## src/rtl/mips_pkg.sv

```systemverilog
// Types and constants shared across the MIPS pipeline stages.
package mips_pkg;

  localparam logic [31:0] NOP_INSTR         = 32'h0000_0000;
  localparam logic [31:0] HALT_WORD_DEFAULT = 32'hFFFF_FFFF;

  typedef enum logic {
    RUN  = 1'b0,
    HALT = 1'b1
  } fetch_state_t;

endpackage

```

## src/rtl/if_id_reg.sv

```systemverilog
// IF/ID pipeline register: clear (bubble) wins over enable; reset loads a bubble.
module if_id_reg
  import mips_pkg::*;
(
  input  logic        clk,
  input  logic        rst_n,
  input  logic        en,
  input  logic        clr,
  input  logic [31:0] instr_d,
  input  logic [31:0] pc_plus4_d,
  input  logic        valid_d,
  output logic [31:0] instr_q,
  output logic [31:0] pc_plus4_q,
  output logic        valid_q
);

  always_ff @(posedge clk or negedge rst_n) begin
    if (!rst_n) begin
      instr_q    <= NOP_INSTR;
      pc_plus4_q <= 32'h0;
      valid_q    <= 1'b0;
    end else if (clr) begin
      instr_q    <= NOP_INSTR;
      pc_plus4_q <= 32'h0;
      valid_q    <= 1'b0;
    end else if (en) begin
      instr_q    <= instr_d;
      pc_plus4_q <= pc_plus4_d;
      valid_q    <= valid_d;
    end
  end

endmodule

```

## src/rtl/fetch_stage.sv

```systemverilog
// Instruction fetch stage: PC register, next-PC selection, RUN/HALT control and IF/ID register.
module fetch_stage
  import mips_pkg::*;
#(
  parameter int          IMEM_AW   = 6,
  parameter logic [31:0] RESET_PC  = 32'h0000_0000,
  parameter logic [31:0] HALT_WORD = HALT_WORD_DEFAULT
) (
  input  logic               clk,
  input  logic               rst_n,
  input  logic               stall_i,
  input  logic               flush_i,
  input  logic               redirect_i,
  input  logic [31:0]        redirect_pc_i,
  output logic [IMEM_AW-1:0] imem_addr_o,
  input  logic [31:0]        imem_rd_i,
  output logic [31:0]        if_id_instr_o,
  output logic [31:0]        if_id_pc_plus4_o,
  output logic               if_id_valid_o,
  output logic [31:0]        pc_o,
  output logic               halted_o,
  output logic               fault_o
);

  fetch_state_t state_reg, state_next;
  logic [31:0]  pc_reg, pc_next;
  logic         fault_reg, fault_next;
  logic         ifid_en, ifid_clr;
  logic [31:0]  pc_plus4;
  logic         out_of_range;

  assign pc_plus4     = pc_reg + 32'd4;
  // Any set bit above the word index means the PC is past the end of the ROM.
  assign out_of_range = |pc_reg[31:IMEM_AW+2];

  always_ff @(posedge clk or negedge rst_n) begin
    if (!rst_n) begin
      state_reg <= RUN;
      pc_reg    <= RESET_PC;
      fault_reg <= 1'b0;
    end else begin
      state_reg <= state_next;
      pc_reg    <= pc_next;
      fault_reg <= fault_next;
    end
  end

  always_comb begin
    state_next = state_reg;
    pc_next    = pc_reg;
    fault_next = fault_reg;
    ifid_en    = 1'b0;
    ifid_clr   = 1'b0;
    unique case (state_reg)
      RUN: begin
        if (redirect_i && (redirect_pc_i[1:0] != 2'b00)) begin
          ifid_clr   = 1'b1;
          fault_next = 1'b1;
          state_next = HALT;
        end else if (redirect_i) begin
          ifid_clr = 1'b1;
          pc_next  = redirect_pc_i;
        end else if (flush_i) begin
          ifid_clr = 1'b1;
          if (!stall_i) pc_next = pc_plus4;
        end else if (stall_i) begin
          ifid_en = 1'b0;
        end else if (out_of_range) begin
          ifid_clr   = 1'b1;
          fault_next = 1'b1;
          state_next = HALT;
        end else if (imem_rd_i == HALT_WORD) begin
          // The halt word itself is never handed to decode.
          ifid_clr   = 1'b1;
          state_next = HALT;
        end else begin
          ifid_en = 1'b1;
          pc_next = pc_plus4;
        end
      end
      HALT: begin
        ifid_clr = 1'b1;
      end
      default: begin
        ifid_clr = 1'b1;
      end
    endcase
  end

  if_id_reg u_if_id_reg (
    .clk        (clk),
    .rst_n      (rst_n),
    .en         (ifid_en),
    .clr        (ifid_clr),
    .instr_d    (imem_rd_i),
    .pc_plus4_d (pc_plus4),
    .valid_d    (1'b1),
    .instr_q    (if_id_instr_o),
    .pc_plus4_q (if_id_pc_plus4_o),
    .valid_q    (if_id_valid_o)
  );

  assign imem_addr_o = pc_reg[IMEM_AW+1:2];
  assign pc_o        = pc_reg;
  assign halted_o    = (state_reg == HALT);
  assign fault_o     = fault_reg;

endmodule

```

## config.mk

```make
export PLATFORM = sky130hd
export DESIGN_NAME = fetch_stage
export DESIGN_NICKNAME = d
export VERILOG_FILES = /design/src/rtl/mips_pkg.sv /design/src/rtl/if_id_reg.sv /design/src/rtl/fetch_stage.sv
export SDC_FILE = /design/constraint.sdc
export NUM_CORES = 1
export LEC_CHECK = 0
export BUFFER_PORTS_ARGS = -buffer_cell sky130_fd_sc_hd__buf_2
export CAP_MARGIN = 10
export CORE_AREA = 2 2 112 114
export CTS_CLUSTER_DIAMETER = 30
export CTS_CLUSTER_SIZE = 12
export DETAILED_ROUTE_END_ITERATION = 10
export DIE_AREA = 0 0 114 116
export GPL_ROUTABILITY_DRIVEN = 0
export PLACE_DENSITY_LB_ADDON = 0.12
export SLEW_MARGIN = 40
export SYNTH_ARGS = -nofsm -noshare
export SYNTH_HDL_FRONTEND = slang
export SYNTH_SLANG_ARGS = --single-unit
```

## constraint.sdc

```tcl
create_clock -name clk -period 2.5 [get_ports clk]
set_clock_uncertainty 0.05 [all_clocks]
set_input_delay 0.375 -clock clk [delete_from_list [all_inputs] [get_ports clk]]
set_output_delay 0.375 -clock clk [all_outputs]
set_load 0.02 [all_outputs]
```

Word level (Yosys, flattened, before mapping)
Index checks and enable logic that the tools add are counted.
{"block": "totals", "register_bits": 99, "input_bits": 69, "output_inout_bits": 105, "wordCells": 58}
{"block": "classes", "addsub": 1, "eq_ne": 7, "muxes": 35, "n_bitwise": 2, "n_reduce_logical": 7}
{"cell": "$mux W32", "count": 10}
{"cell": "$add A32 B3 Y32 const B", "count": 1}
{"cell": "$eq A32 B32 Y1 const B", "count": 1}
{"cell": "$mux W1", "count": 24}
{"cell": "$reduce_or A24 Y1", "count": 1}
{"cell": "$reduce_and A5 Y1", "count": 2}
{"cell": "$ne A2 B1 Y1 const B", "count": 4}
{"cell": "$ne A3 B3 Y1 const B", "count": 2}
{"cell": "$reduce_bool A2 Y1", "count": 3}
{"cell": "$not A1 Y1", "count": 2}
{"cell": "$pmux W1 S2", "count": 1}
{"cell": "$logic_and A1 B1 Y1", "count": 1}

Longest topological paths before layout
Gate-level depths: netlist (run 1).
{"block": "depth", "word_depth": 10, "depth_mapped": 8, "ltp_nobuf": 6}

Hierarchy
Synthesis (run 1) repeated with hierarchy kept, for this count alone.
{"block": "hier_totals", "hier_cells": 533, "hier_area_um2": 5484.0}
{"mod": "fetch_stage", "instances": 1, "cells_per_inst": 324, "area_per_inst_um2": 2816.5, "seq_area_each_um2": 850.8}
{"mod": "if_id_reg", "instances": 1, "cells_per_inst": 209, "area_per_inst_um2": 2667.6, "seq_area_each_um2": 1626.6}

Least setup slack after synthesis (run 1)
Ideal clock, no wire load.
{"block": "synth_timing", "kind": "register to register", "start": "register pc_reg[27], in the netlist pc_o[27]", "end": "register pc_reg[22], in the netlist pc_o[22]", "setup_time_ns": 0.127, "t_arrival_ns": 1.917, "path_slack_ns": 0.407, "path_stages_with_launch": 9, "period_less_slack_ns": 2.093, "path_cell_list": "dfrtp_1 buf_2 nor4_2 nand4_1 a211o_1 a21oi_1 buf_2 buf_4 a2bb2oi_1"}
{"block": "synth_between", "elab_chain_len": 3}
{"element": "start, declared", "line": "fetch_stage.sv:26", "text": "logic [31:0] pc_reg, pc_next;"}
{"element": "start signal, assigned", "line": "fetch_stage.sv:43", "text": "pc_reg <= pc_next;"}
{"element": "$reduce_or A24 Y1", "line": "fetch_stage.sv:34", "text": "assign out_of_range = |pc_reg[31:IMEM_AW+2];"}
{"element": "$ne A3 B3 Y1 (no line)"}
{"element": "$reduce_and A5 Y1 (no line)"}
No other way between the ends.
A chain may end at the register's enable or synchronous reset.

Worst setup path after layout (run 1)
{"block": "layout_timing", "start": "register pc_reg[30], in the netlist pc_o[30]", "end": "register pc_reg[21], in the netlist pc_o[21]"}
The elaborated chain is that of the path after synthesis.

==> out/metrics.cfg, run 1 <==
[synthesis]
synth_cell_types=42
synthCells=430
synth_enable_flop_cells=0
synth_nets=500
synth_flop_cell=dfrtp_1
synth.most_common_cell=dfrtp_1
avgSynthCellArea_sq_um=10.9
yosys_warnings=0
synth_commonest_cells=99 x dfrtp_1, 41 x a22o_1, 28 x a2bb2oi_1
async_flop_share=1.00
synth.area.top_cells=dfrtp_1 53%, a22o_1 7.7%, a2bb2oi_1 5.2%, and2_1 3.2%, a221oi_1 3.2%
netlist_area_sq_mm=0.00467
synth_seq_cells=99
synth_top_area_share=0.530
yosysSeqAreaShare=0.530
yosys.area.top_type=dfrtp_1

[grt]
track_usage=0.217
antenna_found_initial=0
grt_pass1_vias=4130
grt_max_degree=65
grt-ovfl-total=0
grt_pass1_wl_microns=22300

[pwr]
power.density_mw_per_mm2=630
power_frac_comb=0.160
ir_drop_uv=271
p_sw_frac=0.293
p_seq_frac=0.465
power.leakage_nw=2.98
p_int_mw=2.71
clockPowerShare=0.375
finalPower_mw=3.83
p_switching_mw=1.12

[routing]
drt_iter0_drc=412
ant_nets=0
remaining_drc_errors=0
wirelength_microns=13900
firstDrtPassIters=5
viasPerCell=5.75
num_vias=4312
routedWlPerCell_microns=18.6

[critical_path]
critPathKind=reg -> reg
worst_ep_arrival_time_ps=2570
reg2reg_to=pc_o[21]$_DFFE_PN0P_
rr_startpoint=pc_o[30]$_DFFE_PN0P_
critPathMaxStageDelay_ps=450
critical_path_buf_inv_count=1
reg2reg_slack_ps=150
path_delay_family=compound AO/OA/AOI/OAI gates
crit_path_top_delay_cell=nor4_1
r2r_cells=6
cp_cell_sequence=nor4_1 > nand4_1 > a211o_1 > buf_12 > a221oi_1 > a2bb2oi_1
required_ps=2720
cp-end-kind=flop
start_kind=flop
cp_max_fo=28

[clocking]
insertion_delay_ps=360
cts_resized=0
cts_buffer_depth=2
ctsHoldBuffers=0
cts.htree.levels=3
clock-sinks=99
clk_pin_slew_ps=70
cts_tree=yes
cts_buffers=9
cts_root_buf=clkbuf_16
postCtsSetupRepairBufs=0

[cells_and_area]
num_antenna_cells=0
fin_nets=668
fill_cells=1128
syn2layout_area_growth_pct=30.1
fin_area_sq_mm=0.00608
drive_above_1_share=0.380

[min_path]
hold_class=in -> async

[die]
core_sq_mm=0.0119
start_util=0.392
die-height_microns=116
pin_count=174
fp-row-count=40
fp.dieW_microns=114
die_area_sq_mm=0.0132

[timing]
fmax_mhz=426
finalSetupViolations=0
report.final.slew_viol_count=0
fin_crit_ps=2350
rsz0062_at_grt=false
tns_ps=0
period_share=0.938
tightest_slew_ps=675
final_hold_viol_count=0
relSlewSlack=0.550

[job]
maxCapViolations=0

[placement]
io_buffer_count=173
hpwlAfterDp_microns=9510
postPlaceCellArea_sq_mm=0.00578

[outcome]
outcome=finished, final reports clean

## worst max-delay path by stage
stage / endpoint / cells past startpoint / startpoint
floorplan: pc_o[22]$_DFFE_PN0P_ / 8 / pc_o[27]$_DFFE_PN0P_
global placement: pc_o[25]$_DFFE_PN0P_ / 6 / pc_o[25]$_DFFE_PN0P_
detailed placement: pc_o[21]$_DFFE_PN0P_ / 6 / pc_o[25]$_DFFE_PN0P_
CTS: pc_o[21]$_DFFE_PN0P_ / 6 / pc_o[25]$_DFFE_PN0P_
global route: pc_o[26]$_DFFE_PN0P_ / 6 / pc_o[30]$_DFFE_PN0P_
finish: pc_o[21]$_DFFE_PN0P_ / 6 / pc_o[30]$_DFFE_PN0P_
## power by group through the flow
stage | clock network (mW) | logic (mW) | registers, mW
floorplan | 0 | 0.241 | 1.90
global placement | 0 | 0.610 | 1.81
detailed placement | 0 | 0.617 | 1.81
CTS | 1.47 | 0.619 | 1.78
global route | 1.54 | 0.668 | 1.80
finish | 1.44 | 0.614 | 1.78
## area by class of cell
class                           instances  area [sq um]  share of cell area
Clock inverter                          6          72.6              0.0119
Sequential cell                        99          2480               0.407
Inverter                                5          18.8             0.00309
Clock buffer                           10           229              0.0376
Timing Repair Buffer                  199          1130               0.185
Multi-Input combinational cell        284          1980               0.325
Tap cell                              147           184              0.0302
## through the flow
| stage | hold slack, ps | utilization | instances | setup WS (ps) |
|---|---|---|---|---|
| 2_1_floorplan | 29.4 | - | 430 | 407 |
| 3_3_place_gp | 393 | 0.485 | 734 | 117 |
| 3_5_place_dp | 401 | 0.485 | 734 | 67.6 |
| 4_1_cts | 20.7 | 0.510 | 750 | 50.6 |
| 5_1_grt | 47.5 | 0.511 | 750 | 70.6 |
| 6_report | 3.38 | 0.511 | 750 | 154 |
## registers in the layout, summed over array words and instances (netlist names)
signal / cells
u_if_id_reg.valid_q: 1
pc_o: 32
fault_o: 1
halted_o: 1
u_if_id_reg.instr_q: 32
u_if_id_reg.pc_plus4_q: 32
## cell usage in the layout (no fill, tap or decap), types with 2 or more instances in the layout
cell type	Yosys	final
a211oi_1	11	11
a21oi_1	7	6
a221oi_1	17	17
a22o_1	41	41
a2bb2oi_1	28	28
and2_1	24	24
and3_1	3	3
buf_12	0	5
buf_2	6	172
buf_4	7	22
clkbuf_16	0	9
clkinvlp_4	0	3
dfrtp_1	99	99
inv_1	4	4
mux2_2	2	2
mux2i_1	4	4
nand2_1	20	20
nand2b_1	3	3
nand3_1	20	20
nand4_1	22	22
nor2_1	16	14
nor2_2	0	2
nor2b_1	2	2
nor3_1	7	7
nor4_1	12	11
nor4_2	2	3
o21ai_0	11	11
o22ai_1	13	13
o31ai_1	2	2
or2_2	2	2
xnor2_1	2	2
xor2_1	3	3
## cell families (layout without fill, tap and decap cells)
group                      count (synthesis)  count (layout)  synth area share
xor gates and xnor gates                   5               5           0.00937
adders and majority gates                  1               1           0.00268
and+or+nand+nor                          137             137             0.165
DFF                                       99              99             0.530
AOI/OAI and AO/OA                        135             135             0.228
buffers and inverters                     47             220            0.0517
muxes                                      6               6            0.0134
## metal layers
metal,vias to the layer above,track usage,wire length (microns)
met4,0,0.0886,291
met3,20,0.0476,968
met1,2113,0.303,6250
met5,-,0,0
met2,186,0.328,6420
li1,1993,-,-
Note: power is estimated with default switching activity, not from simulation.
==> inputs of run 2 (changes only) <==
--- a/config.mk
+++ b/config.mk
@@ -14,6 +14,7 @@
 export DIE_AREA = 0 0 114 116
 export GPL_ROUTABILITY_DRIVEN = 0
 export PLACE_DENSITY_LB_ADDON = 0.12
+export SETUP_SLACK_MARGIN = 0.3
 export SLEW_MARGIN = 40
 export SYNTH_ARGS = -nofsm -noshare
 export SYNTH_HDL_FRONTEND = slang
==> constraint.sdc (replaced) <==
create_clock -name clk -period 2.35 [get_ports clk]
set_clock_uncertainty 0.05 [all_clocks]
set_input_delay 0.3525 -clock clk [delete_from_list [all_inputs] [get_ports clk]]
set_output_delay 0.3525 -clock clk [all_outputs]
set_load 0.02 [all_outputs]
==> run 2 against run 1 <==
Compared with the run above:
- sequential power grew 5%
- critical path depth grew 1
- global-route usage grew 0.29 points
- power grew 12%
- via count grew 4.4%
- combinational power grew 29%
- clock-buffer cell count shrank 1
==> out/metrics.cfg, run 2 (same netlist as run 1, synthesis figures left out) <==
[die]
fp-row-count=40
pin_count=174
core_sq_mm=0.0119
start_util=0.392
die_area_sq_mm=0.0132
die-height_microns=116
fp.dieW_microns=114

[min_path]
hold_class=in -> async

[critical_path]
rr_startpoint=pc_o[24]$_DFFE_PN0P_
critPathKind=reg -> reg
reg2reg_to=pc_o[3]$_DFFE_PN0P_
required_ps=2530
reg2reg_slack_ps=200
worst_ep_arrival_time_ps=2330
start_kind=flop
cp_max_fo=4
r2r_cells=7
cp-end-kind=flop

[placement]
hpwlAfterDp_microns=9740
postPlaceCellArea_sq_mm=0.00588
io_buffer_count=173
place_inst=753

[grt]
grt_pass1_vias=4253
grt-ovfl-total=0
grt_max_degree=100
grt_pass1_wl_microns=22700
track_usage=0.220
antenna_found_initial=0

[routing]
num_vias=4502
routedWlPerCell_microns=19.2
viasPerCell=5.72
remaining_drc_errors=0
wirelength_microns=15100
firstDrtPassIters=5
ant_nets=0
drt_iter0_drc=345

[timing]
report.final.slew_viol_count=0
rsz0062_at_grt=true
fin_crit_ps=2150
final_hold_viol_count=0
tightest_slew_ps=756
fmax_mhz=465
relSlewSlack=0.496
period_share=0.915
finalSetupViolations=0

[clocking]
clock-sinks=99
insertion_delay_ps=340
cts_buffer_depth=2
clk_pin_slew_ps=70
cts_tree=yes
cts_buffers=9
cts_root_buf=clkbuf_16
cts.htree.levels=3

[pwr]
power.density_mw_per_mm2=626
ir_drop_uv=417
power.leakage_nw=3.32

[cells_and_area]
fin_area_sq_mm=0.00688
post-route-util=0.578
stdcell_count=787
mostFrequentLayoutCell=buf_2
mostFrequentLayoutCells=172 x buf_2, 96 x dfrtp_1, 45 x buf_4, 41 x a22o_1, 24 x and2_1
num_antenna_cells=0
syn2layout_area_growth_pct=47.2
drive_above_1_share=0.489
fin_nets=705

[job]
maxCapViolations=0

[outcome]
outcome=finished, final reports clean

==> run 2: cell count changes in the layout (fill, tap and decap cells not counted), sizes merged <==
cell      before  now
buf          199  232
clkbuf        10   13
clkinvlp       3    0
clkinv         0    2
bufinv         1    2
inv            7    8
==> run 2: critical path, cell delays in order, from the launching register on <==
cell and delay, ps:
dfrtp_2 420, nor4_4 320, nand4_1 190, a211o_1 320
buf_6 160, a21oi_4 150, buf_6 130, mux2_4 280
==> run 2: final cells by class <==
type | count | area [sq um]
flip-flops and latches | 99 | 2480
clock inverters | 7 | 106
clock buffers | 9 | 225
inverters | 5 | 18.8
fillers | 1049 | 5030
repair buffers | 236 | 1540
well taps | 147 | 184
multi-input cells | 284 | 2330
==> run 2: repair_timing <==
action | 4_1_cts | 5_1_grt
buffers inserted | 7 | 5
gates cloned | 2 | 4
hold buffers | 0 | 0
endpoints found under the setup margin | 72 | 73
resized for setup | 42 | 37
pin swaps | 10 | 9
hold endpoints to repair | 0 | 0
==> run 2: how the worst max path moves through the flow <==
stage | from | end | slack [ps] | depth (start not counted)
after floorplan | pc_o[12]$_DFFE_PN0P_ | u_if_id_reg.instr_q[0]$_DFFE_PN0P_ | 310 | 6
after global placement | pc_o[24]$_DFFE_PN0P_ | u_if_id_reg.instr_q[28]$_DFFE_PN0P_ | 10 | 6
after detailed placement | pc_o[24]$_DFFE_PN0P_ | u_if_id_reg.instr_q[27]$_DFFE_PN0P_ | -30 | 6
after CTS | pc_o[23]$_DFFE_PN0P_ | u_if_id_reg.instr_q[1]$_DFFE_PN0P_ | 190 | 8
after global routing | pc_o[12]$_DFFE_PN0P_ | pc_o[3]$_DFFE_PN0P_ | 110 | 7
final | pc_o[24]$_DFFE_PN0P_ | pc_o[3]$_DFFE_PN0P_ | 200 | 7
==> run 2: layer usage <==
layer / up-vias / track usage / share of wire
li1: 2071 / - / -
met1: 2226 / 0.309 / 0.45
met2: 187 / 0.346 / 0.47
met3: 18 / 0.0465 / 0.067
met4: 0 / 0.0585 / 0.015
met5: - / 0 / 0
==> run 2: metrics by stage <==
step	setup WS [ps]	hold slack [ps]	setup TNS (ps)	total power [mW]
finish	201	7.55	0	4.31
floorplan	309	6.91	0	2.28
detailed placement	-29.0	403	-310	2.63
global route	112	45.2	0	4.48
global placement	10.2	400	0	2.63
CTS	189	37.7	0	4.30
==> run 2: where the power goes <==
part | internal [mW] | switching [mW] | total (mW)
registers | 1.79 | 0.0855 | 1.87
clock network | 0.953 | 0.690 | 1.64
logic | 0.328 | 0.465 | 0.793
total | 3.07 | 1.24 | 4.31
==> inputs of run 3 (changes only) <==
--- a/config.mk
+++ b/config.mk
@@ -13,7 +13,7 @@
 export DETAILED_ROUTE_END_ITERATION = 10
 export DIE_AREA = 0 0 114 116
 export GPL_ROUTABILITY_DRIVEN = 0
-export PLACE_DENSITY_LB_ADDON = 0.12
+export PLACE_DENSITY = 0.66
 export SETUP_SLACK_MARGIN = 0.3
 export SLEW_MARGIN = 40
 export SYNTH_ARGS = -nofsm -noshare
==> run 3 against run 2 <==
Compared with the run above:
- setup slack gained 63 ps
- first-iteration DRC count grew 7.0%
- design area is 3.6% lower
- clock power fell by 4%
- sequential share of layout area is 1.4 points higher
- final cell count increased by 0.13%
- clock-buffer cell count increased by 1
- power is 1.1% lower
- utilization shrank 2.1 points
- sequential cell count unchanged
- non-clock buffer count is the same
- fmax is 3.0% higher
- critical endpoint is now u_if_id_reg.instr_q[2]$_DFFE_PN0P_
==> out/metrics.cfg, run 3 (same netlist as run 1, synthesis figures left out) <==
[timing]
fin_crit_ps=2090
fmax_mhz=479
report.final.slew_viol_count=0
final_hold_viol_count=0
finalSetupViolations=0
relSlewSlack=0.547
period_share=0.888
tightest_slew_ps=680
rsz0062_at_grt=true

[grt]
track_usage=0.226
antenna_found_initial=2
grt_max_degree=65
grt_pass1_wl_microns=23500
grt_pass1_vias=4449
grt-ovfl-total=0

[clocking]
clock-sinks=99
insertion_delay_ps=340
cts_tree=yes
cts.htree.levels=3
clk_pin_slew_ps=70
cts_root_buf=clkbuf_16
cts_buffers=9
cts_buffer_depth=2

[critical_path]
crit_path_top_delay_cell=dfrtp_2
start_kind=flop
cp_max_fo=14
path_delay_family=simple AND/OR/NAND/NOR gates
critPathMaxStageDelay_ps=430
worst_ep_arrival_time_ps=2320
critPathKind=reg -> reg
cp-end-kind=flop
cp_cell_sequence=nor4_4 > nand4_1 > a211o_1 > buf_6 > nor4_4 > buf_6 > buf_12 > a22o_1
required_ps=2580
critical_path_buf_inv_count=3
reg2reg_slack_ps=260

[cells_and_area]
mostFrequentLayoutCells=172 x buf_2, 94 x dfrtp_1, 53 x buf_4, 41 x a22o_1, 27 x a2bb2oi_1
fin_nets=705
mostFrequentLayoutCell=buf_2
syn2layout_area_growth_pct=41.9
stdcell_count=788
drive_above_1_share=0.458
fin_area_sq_mm=0.00663
post-route-util=0.557

[die]
start_util=0.392
die-height_microns=116
core_sq_mm=0.0119
die_area_sq_mm=0.0132
pin_count=174
fp-row-count=40
fp.dieW_microns=114

[routing]
remaining_drc_errors=0
ant_nets=0
viasPerCell=5.84
num_vias=4601
routedWlPerCell_microns=18.9
wirelength_microns=14900
drt_iter0_drc=369
firstDrtPassIters=5

[job]
maxCapViolations=0

[pwr]
power.leakage_nw=3.24
ir_drop_uv=403
power.density_mw_per_mm2=642
finalPower_mw=4.26

[outcome]
outcome=finished, final reports clean

[placement]
postPlaceCellArea_sq_mm=0.00595
hpwlAfterDp_microns=10400
io_buffer_count=173
place_inst=759

[min_path]
hold_class=in -> reg

==> run 3: metal layers <==
| layer | GRT usage | vias to the layer above | wire length (microns) |
|---|---|---|---|
| li1 | - | 2071 | - |
| met1 | 0.289 | 2254 | 5990 |
| met2 | 0.386 | 252 | 7410 |
| met3 | 0.0492 | 22 | 1310 |
| met4 | 0.0699 | 2 | 193 |
| met5 | 0 | - | 13 |
==> run 3: path summary, 6_finish.rpt <==
kind	start	to	cells past startpoint
max	pc_o[9]$_DFFE_PN0P_	u_if_id_reg.instr_q[2]$_DFFE_PN0P_	8
min	imem_rd_i[18]	u_if_id_reg.instr_q[18]$_DFFE_PN0P_	2
max reg2reg	pc_o[9]$_DFFE_PN0P_	u_if_id_reg.instr_q[2]$_DFFE_PN0P_	8
min reg2reg	fault_o$_DFFE_PN0P_	fault_o$_DFFE_PN0P_	1
max in group asynchronous	rst_n	u_if_id_reg.instr_q[22]$_DFFE_PN0P_	3
min in group asynchronous	rst_n	u_if_id_reg.pc_plus4_q[2]$_DFFE_PN0P_	2
==> run 3: timing repair <==
item	CTS	global route
cloned	2	0
setup buffers	6	3
gates resized for setup	19	22
pin swaps	6	3
hold buffers	1	0
endpoints found under the setup margin	71	72
endpoints found under the hold margin	29	0
==> run 3: through the flow <==
stage | setup TNS, ps | setup WS (ps) | hold slack (ps)
global placement | -44.1 | -3.78 | 282
CTS | 0 | 251 | 175
finish | 0 | 264 | 189
global route | 0 | 138 | 185
detailed placement | -328 | -41.9 | 287
floorplan | 0 | 309 | 6.91
==> run 3: final cells by class <==
type,instances,area (sq um)
Inverter,5,18.8
Multi-Input combinational cell,284,2170
Timing Repair Buffer,236,1450
Tap cell,147,184
Fill cell,1019,5280
Antenna cell,1,2.50
Sequential cell,99,2480
Clock inverter,6,77.6
Clock buffer,10,239
==> run 3: power by group <==
group          total (mW)  leakage (nW)  internal, mW  switching, mW
clock network        1.58         0.159         0.880          0.697
logic               0.804          1.76         0.334          0.470
registers            1.88          1.32          1.79         0.0903
total                4.26          3.24          3.00           1.26
